`src/rtl/hvac_sequencer_if.sv`:
```
// Thermostat-side bundle of the HVAC sequencer: the two request levels
// coming in and the equipment drives plus status going out.
interface hvac_sequencer_if;
  logic       heat_req;
  logic       cool_req;
  logic       heater_en;
  logic       compressor_en;
  logic       fan_en;
  logic       lockout;
  logic [2:0] state;

  // The thermostat stage (or a bench) drives the requests and watches the drives
  modport master (
    output heat_req,
    output cool_req,
    input  heater_en,
    input  compressor_en,
    input  fan_en,
    input  lockout,
    input  state
  );

  // The sequencer consumes the requests and owns every drive
  modport slave (
    input  heat_req,
    input  cool_req,
    output heater_en,
    output compressor_en,
    output fan_en,
    output lockout,
    output state
  );
endinterface

```
`src/rtl/hvac_sequencer.sv`:
```
// HVAC equipment sequencer.
// Runs the blower ahead of the heater or compressor, holds the element on for
// a minimum run time, lets the blower purge afterwards and then enforces an
// anti-short-cycle lockout before another call is accepted. Reset lands in the
// lockout so a power glitch cannot restart the compressor early.
module hvac_sequencer #(
  parameter int unsigned FAN_LEAD = 2,
  parameter int unsigned MIN_ON   = 5,
  parameter int unsigned FAN_LAG  = 3,
  parameter int unsigned MIN_OFF  = 4,
  parameter int unsigned CW       = 16
) (
  input logic             clk,
  input logic             reset,
  hvac_sequencer_if.slave bus
);

  typedef enum logic [2:0] {
    S_IDLE     = 3'd0,
    S_FAN_LEAD = 3'd1,
    S_HEAT_RUN = 3'd2,
    S_COOL_RUN = 3'd3,
    S_FAN_LAG  = 3'd4,
    S_LOCKOUT  = 3'd5
  } state_t;

  // Last counter value of each timed phase: the counter is 0 during the first
  // cycle in a state, so a phase of N cycles ends on the edge where it reads N-1.
  localparam logic [CW-1:0] LEAD_LAST = CW'(FAN_LEAD - 1);
  localparam logic [CW-1:0] ON_LAST   = CW'(MIN_ON - 1);
  localparam logic [CW-1:0] LAG_LAST  = CW'(FAN_LAG - 1);
  localparam logic [CW-1:0] OFF_LAST  = CW'(MIN_OFF - 1);
  localparam logic [CW-1:0] CNT_ONE   = CW'(1);
  localparam logic [CW-1:0] CNT_MAX   = '1;

  state_t        r_state;
  logic [CW-1:0] r_count;
  logic          r_modeCool;
  logic          r_heaterEn;
  logic          r_compressorEn;
  logic          r_fanEn;
  logic          r_lockout;

  state_t        w_nextState;
  logic          w_nextModeCool;
  logic          w_heatValid;
  logic          w_coolValid;
  logic          w_modeValid;

  // Conflicting or absent requests are treated as no call at all
  assign w_heatValid = bus.heat_req & ~bus.cool_req;
  assign w_coolValid = bus.cool_req & ~bus.heat_req;
  assign w_modeValid = r_modeCool ? w_coolValid : w_heatValid;

  // Transition rules; a run only ends once the minimum on-time is served and
  // the call for the latched mode has gone (an opposite call counts as gone)
  always_comb begin
    w_nextState    = r_state;
    w_nextModeCool = r_modeCool;
    case (r_state)
      S_IDLE: begin
        if (w_heatValid) begin
          w_nextState    = S_FAN_LEAD;
          w_nextModeCool = 1'b0;
        end else if (w_coolValid) begin
          w_nextState    = S_FAN_LEAD;
          w_nextModeCool = 1'b1;
        end
      end
      S_FAN_LEAD: begin
        if (!w_modeValid) begin
          w_nextState = S_IDLE;
        end else if (r_count >= LEAD_LAST) begin
          w_nextState = r_modeCool ? S_COOL_RUN : S_HEAT_RUN;
        end
      end
      S_HEAT_RUN, S_COOL_RUN: begin
        if ((r_count >= ON_LAST) && !w_modeValid) begin
          w_nextState = S_FAN_LAG;
        end
      end
      S_FAN_LAG: begin
        if (r_count >= LAG_LAST) begin
          w_nextState = S_LOCKOUT;
        end
      end
      S_LOCKOUT: begin
        if (r_count >= OFF_LAST) begin
          w_nextState = S_IDLE;
        end
      end
      default: begin
        w_nextState = S_LOCKOUT;
      end
    endcase
  end

  // State, dwell counter, mode and drives all register together so every drive
  // switches on the same edge as the state it belongs to
  always_ff @(posedge clk or posedge reset) begin
    if (reset) begin
      r_state        <= S_LOCKOUT;
      r_count        <= '0;
      r_modeCool     <= 1'b0;
      r_heaterEn     <= 1'b0;
      r_compressorEn <= 1'b0;
      r_fanEn        <= 1'b0;
      r_lockout      <= 1'b1;
    end else begin
      r_state    <= w_nextState;
      r_modeCool <= w_nextModeCool;
      if (w_nextState != r_state) begin
        r_count <= '0;
      end else if (r_count != CNT_MAX) begin
        r_count <= r_count + CNT_ONE;
      end
      r_heaterEn     <= (w_nextState == S_HEAT_RUN);
      r_compressorEn <= (w_nextState == S_COOL_RUN);
      r_fanEn        <= (w_nextState == S_FAN_LEAD) || (w_nextState == S_HEAT_RUN) ||
                        (w_nextState == S_COOL_RUN) || (w_nextState == S_FAN_LAG);
      r_lockout      <= (w_nextState == S_LOCKOUT);
    end
  end

  assign bus.heater_en     = r_heaterEn;
  assign bus.compressor_en = r_compressorEn;
  assign bus.fan_en        = r_fanEn;
  assign bus.lockout       = r_lockout;
  assign bus.state         = r_state;

  // Equipment-safety invariants: never both elements, never an element without airflow
  always @(posedge clk) begin
    if (!reset) begin
      assert (!(r_heaterEn && r_compressorEn));
      assert (!((r_heaterEn || r_compressorEn) && !r_fanEn));
    end
  end

endmodule

```
`src/flat_wrapper.sv`:
```
// flat-port wrapper written by rule: the top's interface ports become plain ports
module hvac_sequencer_flat 
#(
  parameter int unsigned FAN_LEAD = 2,
  parameter int unsigned MIN_ON   = 5,
  parameter int unsigned FAN_LAG  = 3,
  parameter int unsigned MIN_OFF  = 4,
  parameter int unsigned CW       = 16
)
  (clk, reset, bus_heat_req, bus_cool_req, bus_heater_en, bus_compressor_en, bus_fan_en, bus_lockout, bus_state);
  hvac_sequencer_if bus_i ();
  input logic clk;
  input logic reset;
  input wire logic [$bits(bus_i.heat_req)-1:0] bus_heat_req;
  input wire logic [$bits(bus_i.cool_req)-1:0] bus_cool_req;
  output wire logic [$bits(bus_i.heater_en)-1:0] bus_heater_en;
  output wire logic [$bits(bus_i.compressor_en)-1:0] bus_compressor_en;
  output wire logic [$bits(bus_i.fan_en)-1:0] bus_fan_en;
  output wire logic [$bits(bus_i.lockout)-1:0] bus_lockout;
  output wire logic [$bits(bus_i.state)-1:0] bus_state;
  assign bus_i.heat_req = bus_heat_req;
  assign bus_i.cool_req = bus_cool_req;
  assign bus_heater_en = bus_i.heater_en;
  assign bus_compressor_en = bus_i.compressor_en;
  assign bus_fan_en = bus_i.fan_en;
  assign bus_lockout = bus_i.lockout;
  assign bus_state = bus_i.state;
  hvac_sequencer #(.FAN_LEAD(FAN_LEAD), .MIN_ON(MIN_ON), .FAN_LAG(FAN_LAG), .MIN_OFF(MIN_OFF), .CW(CW)) u_core (.clk(clk), .reset(reset), .bus(bus_i));
endmodule
```
`config.mk`:
```
export PLATFORM = sky130hd
export DESIGN_NAME = hvac_sequencer_flat
export DESIGN_NICKNAME = d
export VERILOG_FILES = /design/src/rtl/hvac_sequencer_if.sv /design/src/rtl/hvac_sequencer.sv /design/src/flat_wrapper.sv
export SDC_FILE = /design/constraint.sdc
export NUM_CORES = 1
export LEC_CHECK = 0
export ABC_AREA = 1
export ABC_CLOCK_PERIOD_IN_PS = 2100
export CORE_UTILIZATION = 45
export CTS_CLUSTER_DIAMETER = 60
export DETAILED_ROUTE_END_ITERATION = 6
export PLACE_DENSITY = 0.67
export SLEW_MARGIN = 30
export SYNTH_ARGS = -nofsm -noshare
export SYNTH_HDL_FRONTEND = slang
export SYNTH_SLANG_ARGS = --single-unit
export TNS_END_PERCENT = 100
```
`constraint.sdc`:
```
create_clock -name clk -period 2.1 [get_ports clk]
set_input_delay 0.42 -clock clk [delete_from_list [all_inputs] [get_ports clk]]
set_output_delay 0.42 -clock clk [all_outputs]
set_load 0.02 [all_outputs]
```
## Word-level counts from Yosys, hierarchy flattened

Cells that the tools add are included.

| storage, ports and cells | value |
|---|---|
| bits in registers | 24 |
| output and inout port bits | 7 |
| logic and storage cells | 52 |

| operators by class | value |
|---|---|
| $add $sub $neg | 1 |
| $lt $le $gt $ge | 4 |
| equal/unequal tests | 12 |
| mux-type cells | 14 |
| bitwise operators | 4 |
| reductions and logical operators | 10 |

Operators with widths:

| operator | count |
|---|---|
| $ge 16x2->1 const B | 2 |
| $mux 16 | 2 |
| $mux 3 | 7 |
| $add 16x1->16 const B | 1 |
| $ge 16x1->1 const B | 1 |
| $ge 16x3->1 const B | 1 |
| $ne 16x16->1 const B | 1 |
| $pmux 3 s5 | 1 |
| $eq 3x2->1 const B | 4 |
| $eq 3x3->1 const B | 4 |
| $eq 3x1->1 const B | 2 |
| $mux 1 | 4 |
| $reduce_bool 2->1 | 2 |
| $logic_not 3->1 | 1 |
| $logic_or 1x1->1 | 3 |
| $ne 3x3->1 | 1 |
| $and 1x1->1 | 2 |
| $not 1->1 | 2 |
| $reduce_and 2->1 | 1 |
| $reduce_or 2->1 | 1 |
| $logic_and 1x1->1 | 1 |
| $logic_not 1->1 | 1 |

## Logic depth before layout (Yosys ltp)

| logic depth | value |
|---|---|
| word-level depth | 11 |
| gate-level depth with buffers | 13 |
| mapped depth without buffers | 12 |

## Worst setup path before layout

No wires, ideal clock.

| path | value |
|---|---|
| kind | input-to-reg |
| start point | in bus_cool_req |
| end point | reg u_core.r_count[8] |
| library setup time | 0.128 ns |
| arrival | 1.647 ns |
| data required time | 1.972 ns |
| path slack | 0.325 ns |
| cell stages on the path | 12 |
| path buffers | 1 |
| cell sequence | inv_1 -> ha_1 -> or2_1 -> nand2_1 -> nand2_1 -> inv_1 -> nand2_1 -> nor2_4 -> nand4_1 -> nand3_2 -> buf_6 -> nor2_4 |

| on the way | value |
|---|---|
| word-level cells in the longest chain between the ends | 9 |
| elaborated cells between the ends (all ways) | 14 |
| those cells by class | eq/ne: 1; mux: 7; bitwise: 3; reduce/logical: 3 |

RTL lines:

| what | RTL line | RTL |
|---|---|---|
| start, declared | flat_wrapper.sv:15 | `input wire logic [$bits(bus_i.cool_req)-1:0] bus_cool_req;` |
| $not 1->1 | hvac_sequencer.sv:51 | `assign w_heatValid = bus.heat_req & ~bus.cool_req;` |
| $and 1x1->1 | hvac_sequencer.sv:51 |  |
| $mux 1 | hvac_sequencer.sv:53 | `assign w_modeValid = r_modeCool ? w_coolValid : w_heatValid;` |
| $logic_not 1->1 | n/a |  |
| $logic_and 1x1->1 | hvac_sequencer.sv:78 | `if ((r_count >= ON_LAST) && !w_modeValid) begin` |
| $mux 3 | hvac_sequencer.sv:78 |  |
| $pmux 3 s5 * | hvac_sequencer.sv:60 | `case (r_state)` |
| $ne 3x3->1 * | hvac_sequencer.sv:112 | `if (w_nextState != r_state) begin` |
| $mux 16 or $reduce_bool 2->1 (tied branches) | n/a |  |
| end signal, assigned | hvac_sequencer.sv:115 | `r_count <= r_count + CNT_ONE;` |
| end, declared | hvac_sequencer.sv:37 | `logic [CW-1:0] r_count;` |

Every way passes the cells marked *; elsewhere a longest branch is shown, timed or not.
A chain may end at the register's enable or synchronous reset.

## Worst setup path in the final report

| path | value |
|---|---|
| start point | reg u_core.r_state[0], in the netlist u_core.bus.state[0] |
| end point | out bus_state[0] |

RTL lines:

| what | RTL line | RTL |
|---|---|---|
| start, declared | hvac_sequencer.sv:36 | `state_t r_state;` |
| start signal, assigned | hvac_sequencer.sv:110 | `r_state <= w_nextState;` |
| end, declared | flat_wrapper.sv:20 | `output wire logic [$bits(bus_i.state)-1:0] bus_state;` |

No word-level cell between the ends.

==> flow_summary.toml <==
[finish]
multi_input_area_um2 = 797
n_antenna_cell = 0
seq_area_um2 = 604
area_growth_pct = 18.9
nNetsFinal = 236
drive_gt1_share_pct = 17.8
stdcell_area_um2 = 1820
n_fill_cell = 301

[placement]
hpwl_um = 2300
numPortBuffers = 10
place_congestion = 0.875
dp_slack_ns = -0.225
place_area_um2 = 1760

[cts]
cts_tree = "done"
postCtsHoldBufs = 0
insertion_delay_ns = 0.31
clk_pin_slew_worst_paths_ns = 0.14
clkSinkCount = 24
cts-root-buf = "clkbuf_4"
numCtsBuffers = 3
cts_resized = 0
post_cts_buffers = 0
htreeDepth = 1
cts_max_path_buffers = 2

[timing]
fin_skew_ns = 0.00199
min_period_over_period_pct = 94.8
worst_slack_ns = 0.109
maxClockFrequency_mhz = 502
relSlewSlack_pct = 75.0
tns_ns = 0
worstMarginPinSlew_ns = 0.372
hold_viol = 0
rsz0062_at_grt = "false"
slew_violations = 0
min_period_ns = 1.99
setup_viol_count_final = 0

[synth]
yosysWarnings = 0
ys_types = 28
avgSynthCellArea_um2 = 7.58
syn_area_um2 = 1530
synth_nets = 212
syn_inst = 202
ys_ff_latch = 24
yosysSeqAreaShare_pct = 39.5

[detailed_routing]
firstDrtPassIters = 4
vias_per_cell = 4.93
routed_wl_um = 2990
drcViolationCount = 0
drtIter0Drc = 64
wl_per_cell_um = 11.1
postRouteAntennaNets = 0
vias = 1326

[global_route]
grt_pass1_vias = 1310
grt_use_total_pct = 18.9
grt_pass1_wl_um = 5270
antenna_found_initial = 0
grt_max_degree = 25
gr-total-overflow = 0

[floorplan]
io_pins = 11
dieWidth_um = 60.3
core-area_um2 = 3130
dieArea_um2 = 3640
rows = 20
die_h_um = 60.3
floorplan.initialDensity_pct = 49.0

[status]
status = "finished clean"

[worst_setup_path]
start_kind = "flip-flop"
crit_required_ns = 1.68
critPathTopFamily = "flip-flops"
crit_fanout = 8
end_kind = "primary output"
crit_chain = "clkdlybuf4s50_1"
worst_path_largest_cell_delay_ns = 0.63
r2r_slack_ns = 0.32
worst_ep_arrival_time_ns = 1.57
r2r-end = "u_core.r_count[14]"
critPathBufInv = 1
slowest_stage = "dfstp_2"
worstReg2RegStart = "u_core.r_count[0]"
rr_worst_depth = 10
crit_type = "flip-flop to primary output"

[run]
maxCapViolations = 0

[pwr]
ir_drop_v = 0.00105
leakagePower_nw = 0.906
power_density_nw_per_um2 = 1160

[worst_hold_path]
hp-class = "input pin to async pin"
cell usage after synthesis:
cell,instances,area [um2]
xor2_1,7,61.3
buf_6,1,11.3
inv_2,1,3.75
o21ai_2,1,8.76
o211ai_1,1,7.51
a21oi_1,2,10.0
nor2_2,9,56.3
nor3_1,6,30.0
dfstp_2,3,78.8
nand4_1,4,25.0
dfrtp_1,21,526
or2_1,1,6.26
ha_1,6,75.1
nor2_4,4,45.0
nand4_2,1,12.5
nor3_2,1,10.0
nand2_2,2,12.5
nor4_1,1,6.26
o31ai_1,1,7.51
o21ai_0,6,30.0
nor2_1,25,93.8
nand2_1,44,165
nand3_2,1,10.0
o21ai_1,1,5.00
nand3_1,17,85.1
inv_1,32,120
mux2i_1,2,20.0
or2_4,1,8.76
sequential cells by signal, indices dropped and copies added (netlist names):
name and count:
u_core.r_count 16, u_core.bus.state 3, u_core.bus.compressor_en 1, u_core.bus.fan_en 1, u_core.bus.heater_en 1, u_core.bus.lockout 1, u_core.r_modeCool 1
layout make-up:
type | count | area share [%]
multi-input combinational | 144 | 43.8
sequential | 24 | 33.2
timing repair buffer | 20 | 10.3
inverter | 33 | 6.80
tap | 44 | 3.02
clock inverter | 1 | 1.65
clock buffer | 3 | 1.24
through the flow:
| step | hold slack [ns] | std cells | power [W] | util (%) |
|---|---|---|---|---|
| after floorplan | 0.432 | 202 | 0.00140 | - |
| after global placement | 0.538 | 265 | 0.00175 | 56.4 |
| after detailed placement | 0.566 | 265 | 0.00179 | 56.4 |
| after CTS | 0.453 | 269 | 0.00213 | 58.0 |
| after global routing | 0.480 | 269 | 0.00229 | 58.2 |
| final | 0.446 | 269 | 0.00211 | 58.2 |
layout by cell type, fill, tap and decap left out:
master,netlist,layout
a21oi_1,2,2
buf_12,0,1
buf_4,0,9
bufinv_16,0,1
clkbuf_4,0,3
clkdlybuf4s50_1,0,10
dfrtp_1,21,21
dfstp_2,3,3
ha_1,6,6
inv_1,32,32
inv_2,1,1
mux2i_1,2,2
nand2_1,44,44
nand2_2,2,2
nand3_1,17,17
nand3_2,1,1
nand4_1,4,4
nand4_2,1,1
nor2_1,25,23
nor2_2,9,11
nor2_4,4,4
nor3_1,6,6
nor3_2,1,1
nor4_1,1,1
o211ai_1,1,1
o21ai_0,6,6
o21ai_1,1,1
o21ai_2,1,1
o31ai_1,1,1
or2_1,1,1
or2_4,1,1
xor2_1,7,7
worst max path at each step:
stage	start	endpoint	slack, ns	cells past startpoint
2_1_floorplan	bus_cool_req	u_core.r_count[8]	0.32	12
6_report	u_core.bus.state[0]	bus_state[0]	0.11	1
3_3_place_gp	bus_cool_req	u_core.r_count[9]	-0.15	14
5_1_grt	bus_cool_req	u_core.r_count[12]	0.01	14
3_5_place_dp	bus_cool_req	u_core.r_count[11]	-0.23	14
4_1_cts	u_core.bus.state[0]	bus_state[0]	0.09	1
metal layers:
layer | GRT usage [%] | up-vias | wire [um]
met1 | 23.2 | 614 | 1350
met3 | 3.20 | 4 | 127
met5 | 0 | - | 0
met2 | 33.4 | 27 | 1470
met4 | 6.64 | 0 | 36
li1 | - | 681 | -
where the power goes:
group	total (W)	internal, W	switching (W)	leakage (nW)
sequential	0.000669	0.000577	0.0000923	0.316
clock	0.000336	0.000193	0.000144	0.0279
combinational	0.00110	0.000465	0.000640	0.562
cells by family (layout without fill, tap and decap cells):
logic type      count (synthesis)  after routing  share of synthesized area, %
xor+xnor                        7              7                          4.00
flops                          24             24                          39.5
compound gates                 12             12                          4.49
fa+ha+maj                       6              6                          4.90
simple gates                  117            117                          37.0
mux                             2              2                          1.31
buf+inv                        34             57                          8.82
Note: power is estimated with default switching activity, not from simulation.
